--- src/rtl/alu8_issue_wb.sv ---
// alu8_issue_wb: issue/writeback stage around an external combinational 8-bit ALU.
// Build option ALU8_FWD_EN adds the EX/WB operand bypass; without it, hazards stall issue.
module alu8_issue_wb #(
    parameter int         ADDR_W    = 3,
    parameter logic [7:0] RESET_VAL = 8'h00
) (
    input  logic              clk,
    input  logic              reset,
    input  logic              in_valid,
    output logic              in_ready,
    input  logic [2:0]        in_op,
    input  logic [ADDR_W-1:0] in_rd,
    input  logic [ADDR_W-1:0] in_ra,
    input  logic [ADDR_W-1:0] in_rb,
    input  logic              in_imm_en,
    input  logic [7:0]        in_imm,
    output logic [7:0]        alu_a,
    output logic [7:0]        alu_b,
    output logic [2:0]        alu_s,
    input  logic [7:0]        alu_r,
    input  logic              alu_co,
    output logic              wb_valid,
    output logic [ADDR_W-1:0] wb_rd,
    output logic [7:0]        wb_data,
    output logic              carry_flag,
    input  logic [ADDR_W-1:0] dbg_addr,
    output logic [7:0]        dbg_data
);

    localparam int DEPTH = 1 << ADDR_W;

    logic [7:0]        rf [DEPTH];
    logic              ex_valid;
    logic [ADDR_W-1:0] ex_rd;
    logic              wb_co;

    logic              accept;
    logic [7:0]        rf_a;
    logic [7:0]        rf_b;
    logic [7:0]        op_a;
    logic [7:0]        src_b;
    logic [7:0]        op_b;
    logic              ra_ex;
    logic              ra_wb;
    logic              rb_ex;
    logic              rb_wb;

    assign accept   = in_valid & in_ready;
    assign rf_a     = rf[in_ra];
    assign rf_b     = rf[in_rb];
    assign dbg_data = rf[dbg_addr];

    assign ra_ex = ex_valid && (ex_rd == in_ra);
    assign ra_wb = wb_valid && (wb_rd == in_ra);
    assign rb_ex = ex_valid && (ex_rd == in_rb);
    assign rb_wb = wb_valid && (wb_rd == in_rb);

`ifdef ALU8_FWD_EN
    // EX is younger than WB, so it takes priority when both hold the same rd.
    always_comb begin
        op_a = rf_a;
        if (ra_ex)
            op_a = alu_r;
        else if (ra_wb)
            op_a = wb_data;

        src_b = rf_b;
        if (rb_ex)
            src_b = alu_r;
        else if (rb_wb)
            src_b = wb_data;
    end

    assign in_ready = 1'b1;
`else
    logic hazard;

    // A WB match also stalls: the RF write lands on the same edge as the read would.
    assign hazard   = ra_ex | ra_wb | (~in_imm_en & (rb_ex | rb_wb));
    assign op_a     = rf_a;
    assign src_b    = rf_b;
    assign in_ready = ~hazard;
`endif

    assign op_b = in_imm_en ? in_imm : src_b;

    always_ff @(posedge clk) begin
        if (reset) begin
            ex_valid   <= 1'b0;
            ex_rd      <= '0;
            alu_a      <= 8'h00;
            alu_b      <= 8'h00;
            alu_s      <= 3'd0;
            wb_valid   <= 1'b0;
            wb_rd      <= '0;
            wb_data    <= 8'h00;
            wb_co      <= 1'b0;
            carry_flag <= 1'b0;
        end else begin
            ex_valid <= accept;
            if (accept) begin
                ex_rd <= in_rd;
                alu_a <= op_a;
                alu_b <= op_b;
                alu_s <= in_op;
            end

            wb_valid <= ex_valid;
            if (ex_valid) begin
                wb_rd   <= ex_rd;
                wb_data <= alu_r;
                wb_co   <= alu_co;
            end

            if (wb_valid)
                carry_flag <= wb_co;
        end
    end

    always_ff @(posedge clk) begin
        if (reset)
            rf <= '{default: RESET_VAL};
        else if (wb_valid)
            rf[wb_rd] <= wb_data;
    end

endmodule
--- config.mk ---
export PLATFORM = sky130hd
export DESIGN_NAME = alu8_issue_wb
export DESIGN_NICKNAME = d
export VERILOG_FILES = /design/src/rtl/alu8_issue_wb.sv
export SDC_FILE = /design/constraint.sdc
export NUM_CORES = 1
export LEC_CHECK = 0
export ABC_AREA = 1
export CAP_MARGIN = 20
export CORE_UTILIZATION = 35
export CTS_BUF_LIST = sky130_fd_sc_hd__clkbuf_8
export CTS_CLUSTER_DIAMETER = 30
export CTS_CLUSTER_SIZE = 24
export DETAILED_ROUTE_END_ITERATION = 8
export PLACE_DENSITY = 0.52
export SYNTH_ARGS = -nofsm -noshare
export SYNTH_HDL_FRONTEND = slang
export SYNTH_SLANG_ARGS = --single-unit
--- constraint.sdc ---
create_clock -name clk -period 2 [get_ports clk]
set_clock_uncertainty 0.2 [all_clocks]
set_input_delay 0.3 -clock clk [delete_from_list [all_inputs] [get_ports clk]]
set_output_delay 0.3 -clock clk [all_outputs]
set_load 0.01 [all_outputs]
Word level (Yosys, flattened, before mapping)
Index checks and enable logic that the tools add are counted.
- magnitude comparators: 5
- equality and inequality tests: 4
- muxes and demuxes: 13
- bitwise operators: 11
- reduce and logical (&&, ||, !) cells: 5
- operators by type and width (operator ; count):
    $bmux 8 s3 ; 3
    $bwmux 64 ; 1
    $mux 8 ; 8
    $demux 8 s3 ; 1
    $ge 4x4->1 const B ; 4
    $not 3->4 ; 4
    $eq 3x3->1 ; 4
    $logic_and 1x1->1 ; 5
    $lt 4x1->1 const B ; 1
    $or 1x1->1 ; 3
    $and 1x1->1 ; 2
    $not 1->1 ; 2
- register bits after elaboration: 101
- bits of input ports: 36
- output and inout bits: 41
- logic and storage cells: 56

Logic depth before layout (Yosys ltp)
Gate-level depths: netlist of the first run.
- depth after elaboration: 7
- gate-level depth with buffers: 13
- gate-level depth less buffers: 11

Worst setup path after synthesis of the first run
No wires, ideal clock.
- path kind: input to output
- from: input dbg_addr[0]
- to: output dbg_data[0]
- arrival: 1320 ps
- path slack: 180 ps
- stages on the path: 7
- path buffers: 3
- cells stage by stage: buf_2 -> inv_1 -> buf_2 -> clkbuf_1 -> a21oi_1 -> o21ai_0 -> a31oi_1
- word-level cells in the longest chain between the ends: 4
- ends and longest elaborated chain (what ; line ; source):
    start, declared ; 26 ; input logic [ADDR_W-1:0] dbg_addr,
    $not 3->4 (not written as such) ; 51 ; assign dbg_data = rf[dbg_addr];
    $bmux 8 s3 ; 51 ;
    $mux 8 (not written as such) (2 in series) ; 51 ;
    end, declared ; 27 ; output logic [7:0] dbg_data
No other way between the ends. The select of a mux whose other input is x is not followed.

Worst setup path in the final report of the first run
- from: register wb_rd[1]
- to: output in_ready
- word-level cells in the longest chain between the ends: 6
- elaborated cells on any way between the ends: 9
- those cells by class: eq/ne: 2; bitwise: 5; reduce/logical: 2
- ends and longest elaborated chain (what ; line ; source):
    start, declared ; 23 ; output logic [ADDR_W-1:0] wb_rd,
    start signal, assigned ; 110 ; wb_rd <= ex_rd;
    $eq 3x3->1 ; 56 ; assign rb_wb = wb_valid && (wb_rd == in_rb);
    $logic_and 1x1->1 ; 56 ;
    $or 1x1->1 ; 79 ; assign hazard = ra_ex | ra_wb | (~in_imm_en & (rb_ex | rb_wb));
    $and 1x1->1 ; 79 ;
    $or 1x1->1 * ; 79 ;
    $not 1->1 * ; 82 ; assign in_ready = ~hazard;
    end, declared ; 10 ; output logic in_ready,
Every way passes the cells marked *; elsewhere a longest branch is shown, timed or not.

==> flow_summary_export.csv, run 1 <==
group,metric,value,unit
grt,grt_overflow,0,
drt,avgRoutedWirePerCell,16.8,µm
clock_tree,cts-root-buf,"clkbuf_8",
power_and_ir_drop,clockPowerShare,30.0,%
synthesis,syn_inst,924,
drt,vias,6269,
critical_path,ff2ff_path_depth,14,
drt,drt_pass1_iterations,5,
die,num_rows,45,
placed_design,dp_hpwl,15.2,mm
clock_tree,cts-htree-levels,3,
timing,drv_slew,0,
critical_path,criticalPathCategory,"reg -> out",
timing,hold_viol_final,0,
grt,grt_pass1_vias,5996,
placed_design,portBuffers,76,
grt,grt.total_usage,26.8,%
power_and_ir_drop,leakage,3.30,nW
critical_path,worstPathArrival,1490,ps
grt,grtUsageMet2,45.0,%
job,max-cap-violations,0,
timing,grt_setup_unrepaired,"yes",
critical_path,cp.required,1500,ps
synthesis,synth_nets,960,
power_and_ir_drop,p_sw_share,32.4,%
grt,grtUsageMet3,5.07,%
synthesis,synth_top_family_by_area,"simple AND/OR/NAND/NOR gates",
drt,first_iter_violations,508,
synthesis,synthAdderAreaFrac,0,%
finish,n_fill_cell,1683,
critical_path,cp-end-kind,"output port",
grt,grt_pass1_wl,33.0,mm
clock_tree,ctsLongestPathBuffers,2,
die,dieWidth,129,µm
drt,antenna_left,0,
clock_tree,clkTransAtPathRegs,110,ps
timing,fin_crit_sh,99.6,%
power_and_ir_drop,pwr-share-comb,22.6,%
synthesis,synthDistinctLibCells,22,
timing,tns,0,ps
finish,postLayoutCoreUtil,48.0,%
synthesis,synth_seq_area_share,35.9,%
grt,grt_util_met1,34.7,%
grt,antenna_found_initial,0,
critical_path,worstSetupStartpointType,"flip-flop",
finish,diodes,0,
placed_design,place.gp.congestion,0.937,
die,die-area,16600,µm²
finish,regArea,2050,µm²
timing,finalSetupViolations,0,
finish,synthToLayoutAreaGrowth,31.6,%
power_and_ir_drop,power_density,609,nW/µm²
synthesis,synthMuxAreaShare,0,%
synthesis,synth-xor-area-share,0.156,%
die,die_y,129,µm
die,core-area,15400,µm²
timing,fin_ws,8.50,ps
synthesis,synth-simple-area-share,30.8,%
timing,worst_slew_pin_slew,599,ps
finish,nNetsFinal,1084,
drt,vias_per_cell,4.96,
grt,top_usage_layer,"met2",
power_and_ir_drop,switchingPower,1.46,mW
placed_design,pre_cts_slack,-828,ps
finish,final_cell_count_no_fill,1264,
finish,multi_input_area,3010,µm²
clock_tree,clock-sinks,101,
synthesis,syn_area_per_cell,6.09,µm²
min_path,whs_path_depth,3,
clock_tree,cts_tree,"yes",
min_path,hold_class,"in -> reg",
timing,slew_headroom,60.0,%
timing,fin_crit,1990,ps
drt,drt_wl_total,21.2,mm
synthesis,yosysWarnings,0,
drt,drc_errors,0,
clock_tree,clk_latency,400,ps
timing,max_freq,0.502,GHz
clock_tree,holdBufCountCts,0,
synthesis,synth_compound_area_share,21.7,%
synthesis,synth_seq_cells,101,
power_and_ir_drop,seqPwrFrac,47.4,%
die,boundaryPins,77,
critical_path,critical_path_peak_fanout,4,
placed_design,place_inst,1242,
finish,layout-drive-gt1-share,17.6,%
power_and_ir_drop,p_int,3.05,mW
synthesis,synth_area,5630,µm²
power_and_ir_drop,vdd_drop_max,0.424,mV
clock_tree,cts_buffers,9,
finish,layout_common_cells,"nand2_1, nor2_1, o21ai_0",
outcome,status,"finished clean",
grt,grt_start_max_net_pins,53,
die,initial_utilization,36.5,%
finish,final_common_cell,"nand2_1",
per-stage QoR:
stage / hold WS (ps) / area (µm²) / power [mW]
floorplan: 172 / 5630 / 2.69
global placement: 278 / 7080 / 3.18
detailed placement: 279 / 7080 / 3.18
CTS: 254 / 7300 / 4.53
global route: 270 / 7410 / 4.74
finish: 269 / 7410 / 4.51
path summary, 6_finish.rpt:
| path | start | to | slack (ps) |
|---|---|---|---|
| worst max-delay path | wb_rd[1] | in_ready | 9 |
| worst min-delay path | in_rd[0] | ex_rd[0] | 270 |
| worst max register to register | wb_rd[1] | alu_b[3] | 160 |
| worst min register to register | rf[38] | rf[38] | 290 |
registers in the layout (all words and copies together), names as in the netlist:
| signal | count |
|---|---|
| ex_valid | 1 |
| wb_rd | 3 |
| ex_rd | 3 |
| carry_flag | 1 |
| rf | 64 |
| wb_co | 1 |
| alu_a | 8 |
| wb_data | 8 |
| alu_b | 8 |
| wb_valid | 1 |
| alu_s | 3 |
final cells by class:
class	count	share of cell area, %
Multi-Input combinational cell	673	40.6
Sequential cell	101	27.7
Timing Repair Buffer	173	20.8
Inverter	90	4.73
Tap cell	211	3.56
Clock buffer	10	1.86
Clock inverter	6	0.743
critical path: stages (launching register included):
cell	delay (ps)
dfxtp_4	380
buf_6	120
nand2_1	50
nand3_1	80
nor2_2	140
nor2_4	60
and2_4	150
buf_6	110
per-layer routing:
| layer | part of all wire, % | vias to the layer above |
|---|---|---|
| li1 | - | 3217 |
| met1 | 45 | 2816 |
| met2 | 48 | 206 |
| met3 | 5.1 | 30 |
| met4 | 2.3 | 0 |
| met5 | 0 | - |
power by group through the flow:
stage	combinational (mW)	clock, mW	sequential [mW]
final	1.02	1.35	2.14
after floorplan	0.483	0	2.21
after global placement	0.993	0	2.19
after detailed placement	0.992	0	2.19
after CTS	0.991	1.39	2.14
after global routing	1.13	1.45	2.15
what timing repair did:
action                     4_1_cts  5_1_grt
setup endpoints to repair       13       39
gates cloned                     0        2
buffers inserted                 4        1
resized for setup               75       46
hold endpoints to repair         0        0
pin swaps                        7       20
synthesized netlist by cell type:
library cell	count	area, µm²
nand2_1	194	728
nor2_1	165	619
o21ai_0	144	721
dfxtp_1	101	2020
a21oi_1	83	415
inv_1	81	304
nand3_1	70	350
clkbuf_1	33	124
buf_2	15	75.1
a31oi_1	8	50.1
buf_6	6	67.6
inv_2	4	15.0
o21bai_1	4	30.0
buf_1	3	11.3
buf_4	3	22.5
inv_4	3	18.8
clkinv_1	2	7.51
and2_1	1	6.26
nand3_4	1	17.5
nor2_4	1	11.3
o21ai_1	1	5.00
xnor2_1	1	8.76
logic make-up after synthesis:
family	Yosys count
AO/OA/AOI/OAI	240
buffers and inverters	150
flip-flops	101
XOR/XNOR	1
AND/OR/NAND/NOR	432
(Power assumes the default switching activity.)
==> run 2, diff against run 1 <==
--- a/config.mk
+++ b/config.mk
@@ -6,7 +6,6 @@
 export NUM_CORES = 1
 export LEC_CHECK = 0
 export ABC_AREA = 1
-export CAP_MARGIN = 20
 export CORE_UTILIZATION = 35
 export CTS_BUF_LIST = sky130_fd_sc_hd__clkbuf_8
 export CTS_CLUSTER_DIAMETER = 30
==> results of run 2 <==
The final DEF is identical to that of run 1; final timing and power are the same.
==> run 3, diff against run 2 <==
--- a/config.mk
+++ b/config.mk
@@ -6,12 +6,13 @@
 export NUM_CORES = 1
 export LEC_CHECK = 0
 export ABC_AREA = 1
+export CORE_MARGIN = 2
 export CORE_UTILIZATION = 35
 export CTS_BUF_LIST = sky130_fd_sc_hd__clkbuf_8
 export CTS_CLUSTER_DIAMETER = 30
-export CTS_CLUSTER_SIZE = 24
 export DETAILED_ROUTE_END_ITERATION = 8
 export PLACE_DENSITY = 0.52
+export SLEW_MARGIN = 5
 export SYNTH_ARGS = -nofsm -noshare
 export SYNTH_HDL_FRONTEND = slang
 export SYNTH_SLANG_ARGS = --single-unit
==> run 3 against run 2 <==
  * The flow now finishes with violations (setup timing)
  * Final area is 1.1% higher
  * Clock power is 6% higher
  * Sequential cell count stayed put
  * Combinational power hardly changed
  * Sequential share of layout area is 0.33 points lower
  * Power is 1.1% higher
  * Wire length is 6.3% lower
  * Setup slack worse by 18 ps
  * Die area is 3.1% higher
  * Clock-buffer cell count is 2 higher
  * Final cell count is 1.2% higher
  * Largest power group unchanged
  * Highest routed layer unchanged
==> flow_summary_export.csv, run 3 (same netlist as run 1, synthesis figures left out) <==
group,metric,value,unit
outcome,status,"complete, but fails checks",
outcome,violations,"setup timing",
power_and_ir_drop,seqPwrFrac,46.8,%
clock_tree,cts-htree-levels,3,
clock_tree,cts_buffers,9,
die,num_rows,46,
die,dieWidth,131,µm
critical_path,reg2reg_setup_slack,220,ps
critical_path,criticalPathCategory,"reg -> out",
critical_path,worstSetupStartpoint,"rf[12]",
timing,fin_crit,2010,ps
placed_design,portBuffers,76,
timing,fin_ws,-9.98,ps
job,max-cap-violations,0,
critical_path,rr_endpoint,"rf[38]",
drt,drt_wl_total,19.9,mm
placed_design,place_inst,1259,
drt,drc_errors,0,
finish,largest_register_ffs,64,
finish,nNetsFinal,1094,
critical_path,cp-end-kind,"output port",
clock_tree,cts_tree,"yes",
power_and_ir_drop,pwr-share-comb,21.9,%
grt,antenna_found_initial,0,
finish,n_fill_cell,1684,
die,die_y,131,µm
finish,final_cell_count_no_fill,1279,
critical_path,r2r-start,"wb_rd[1]",
drt,antenna_left,0,
critical_path,ff2ff_path_depth,8,
power_and_ir_drop,leakage,3.35,nW
timing,worst_slew_pin_slew,534,ps
finish,final_common_cell,"nand2_1",
die,core-area,15800,µm²
finish,diodes,0,
clock_tree,holdBufCountCts,0,
drt,drt_pass1_iterations,5,
power_and_ir_drop,p_sw_share,29.9,%
timing,finalSetupViolations,1,
grt,grt_pass1_vias,5621,
drt,vias,6219,
drt,avgRoutedWirePerCell,15.5,µm
drt,vias_per_cell,4.86,
critical_path,worstSetupStartpointType,"flip-flop",
die,die-area,17100,µm²
finish,postLayoutCoreUtil,47.3,%
placed_design,place.gp.congestion,0.838,
timing,holdWs,286,ps
grt,grt_overflow,0,
timing,hold_viol_final,0,
placed_design,place_area,7180,µm²
clock_tree,cts-root-buf,"clkbuf_8",
placed_design,dp_hpwl,14.2,mm
clock_tree,ctsLongestPathBuffers,2,
power_and_ir_drop,p_int,3.20,mW
timing,max_freq,0.498,GHz
clock_tree,clock-sinks,101,
timing,slew_headroom,64.4,%
die,initial_utilization,35.6,%
finish,top_register,"rf",
finish,synthToLayoutAreaGrowth,33.1,%
critical_path,critical_path_peak_fanout,2,
finish,layout_common_cells,"nand2_1, nor2_1, o21ai_0",
timing,fin_crit_sh,100,%
power_and_ir_drop,clockPowerShare,31.3,%
power_and_ir_drop,vdd_drop_max,0.386,mV
grt,grt_start_max_net_pins,55,
timing,drv_slew,0,
finish,layout-drive-gt1-share,17.9,%
min_path,hold_class,"in -> reg",
power_and_ir_drop,power_density,609,nW/µm²
timing,grt_setup_unrepaired,"yes",
grt,grt_pass1_wl,31.2,mm
finish,fin_area,7490,µm²
power_and_ir_drop,switchingPower,1.37,mW
placed_design,pre_cts_slack,-855,ps
clock_tree,clkTransAtPathRegs,110,ps
grt,grt.total_usage,23.9,%
critical_path,crit_end,"dbg_data[4]",
clock_tree,clk_latency,390,ps
drt,first_iter_violations,514,
critical_path,cp.required,1500,ps
critical_path,worstPathArrival,1510,ps
die,boundaryPins,77,
[run 3: changes by cell type in the layout (fill, tap and decap cells not counted), sizes merged]
cell,before,now
buf,105,117
bufinv,0,1
clkbuf,13,12
clkdlybuf4s15,1,0
clkinv,5,4
clkinvlp,0,1
dlygate4sd2,6,7
inv,91,89
[run 3: routing by layer]
metal  global-route usage [%]  part of all wire, %
met1                     36.3                   51
met2                     35.4                   43
met5                        0                    0
met4                     6.57                  1.6
met3                     2.97                  4.7
[run 3: timing repair]
item	4_1_cts	5_1_grt
gates cloned	0	1
gates resized for setup	81	39
endpoints found under the setup margin	14	20
pin swaps	6	14
setup buffers	0	3
[run 3: critical path, stage by stage (launching register included)]
cell and delay (ps):
dfxtp_2 350, inv_2 40, a21oi_2 110, o21ai_1 60, o21ai_1 70, nor2_1 70
a31oi_2 230, buf_2 180
[run 3: worst min path at each step]
stage | startpoint | to | slack (ps) | depth (start not counted)
global route | in_rd[2] | ex_rd[2] | 290 | 3
detailed placement | wb_co | carry_flag | 270 | 2
CTS | in_rd[2] | ex_rd[2] | 270 | 3
floorplan | reset | ex_valid | 170 | 1
finish | in_rd[2] | ex_rd[2] | 290 | 3
global placement | wb_co | carry_flag | 280 | 2
[run 3: power by group through the flow]
stage / Combinational, mW / Sequential, mW / Clock [mW]
finish: 1.00 / 2.14 / 1.43
floorplan: 0.483 / 2.21 / 0
detailed placement: 0.986 / 2.18 / 0
global route: 1.11 / 2.14 / 1.54
global placement: 0.987 / 2.18 / 0
CTS: 0.982 / 2.14 / 1.46
[run 3: layout make-up]
type / count / area [µm²] / share of cell area (%)
repair inverters: 1 / 5.00 / 0.0668
multi-input cells: 673 / 3040 / 40.6
inverters: 90 / 350 / 4.68
repair buffers: 182 / 1560 / 20.9
flip-flops and latches: 101 / 2050 / 27.4
well taps: 216 / 270 / 3.61
clock inverters: 4 / 46.3 / 0.618
clock buffers: 12 / 165 / 2.20
[run 3: through the flow]
step                      TNS, ps  power (mW)
after floorplan                 0        2.69
after global placement     -14220        3.17
after detailed placement   -14160        3.17
after CTS                   -22.4        4.58
after global routing         -278        4.79
final                       -9.98        4.57
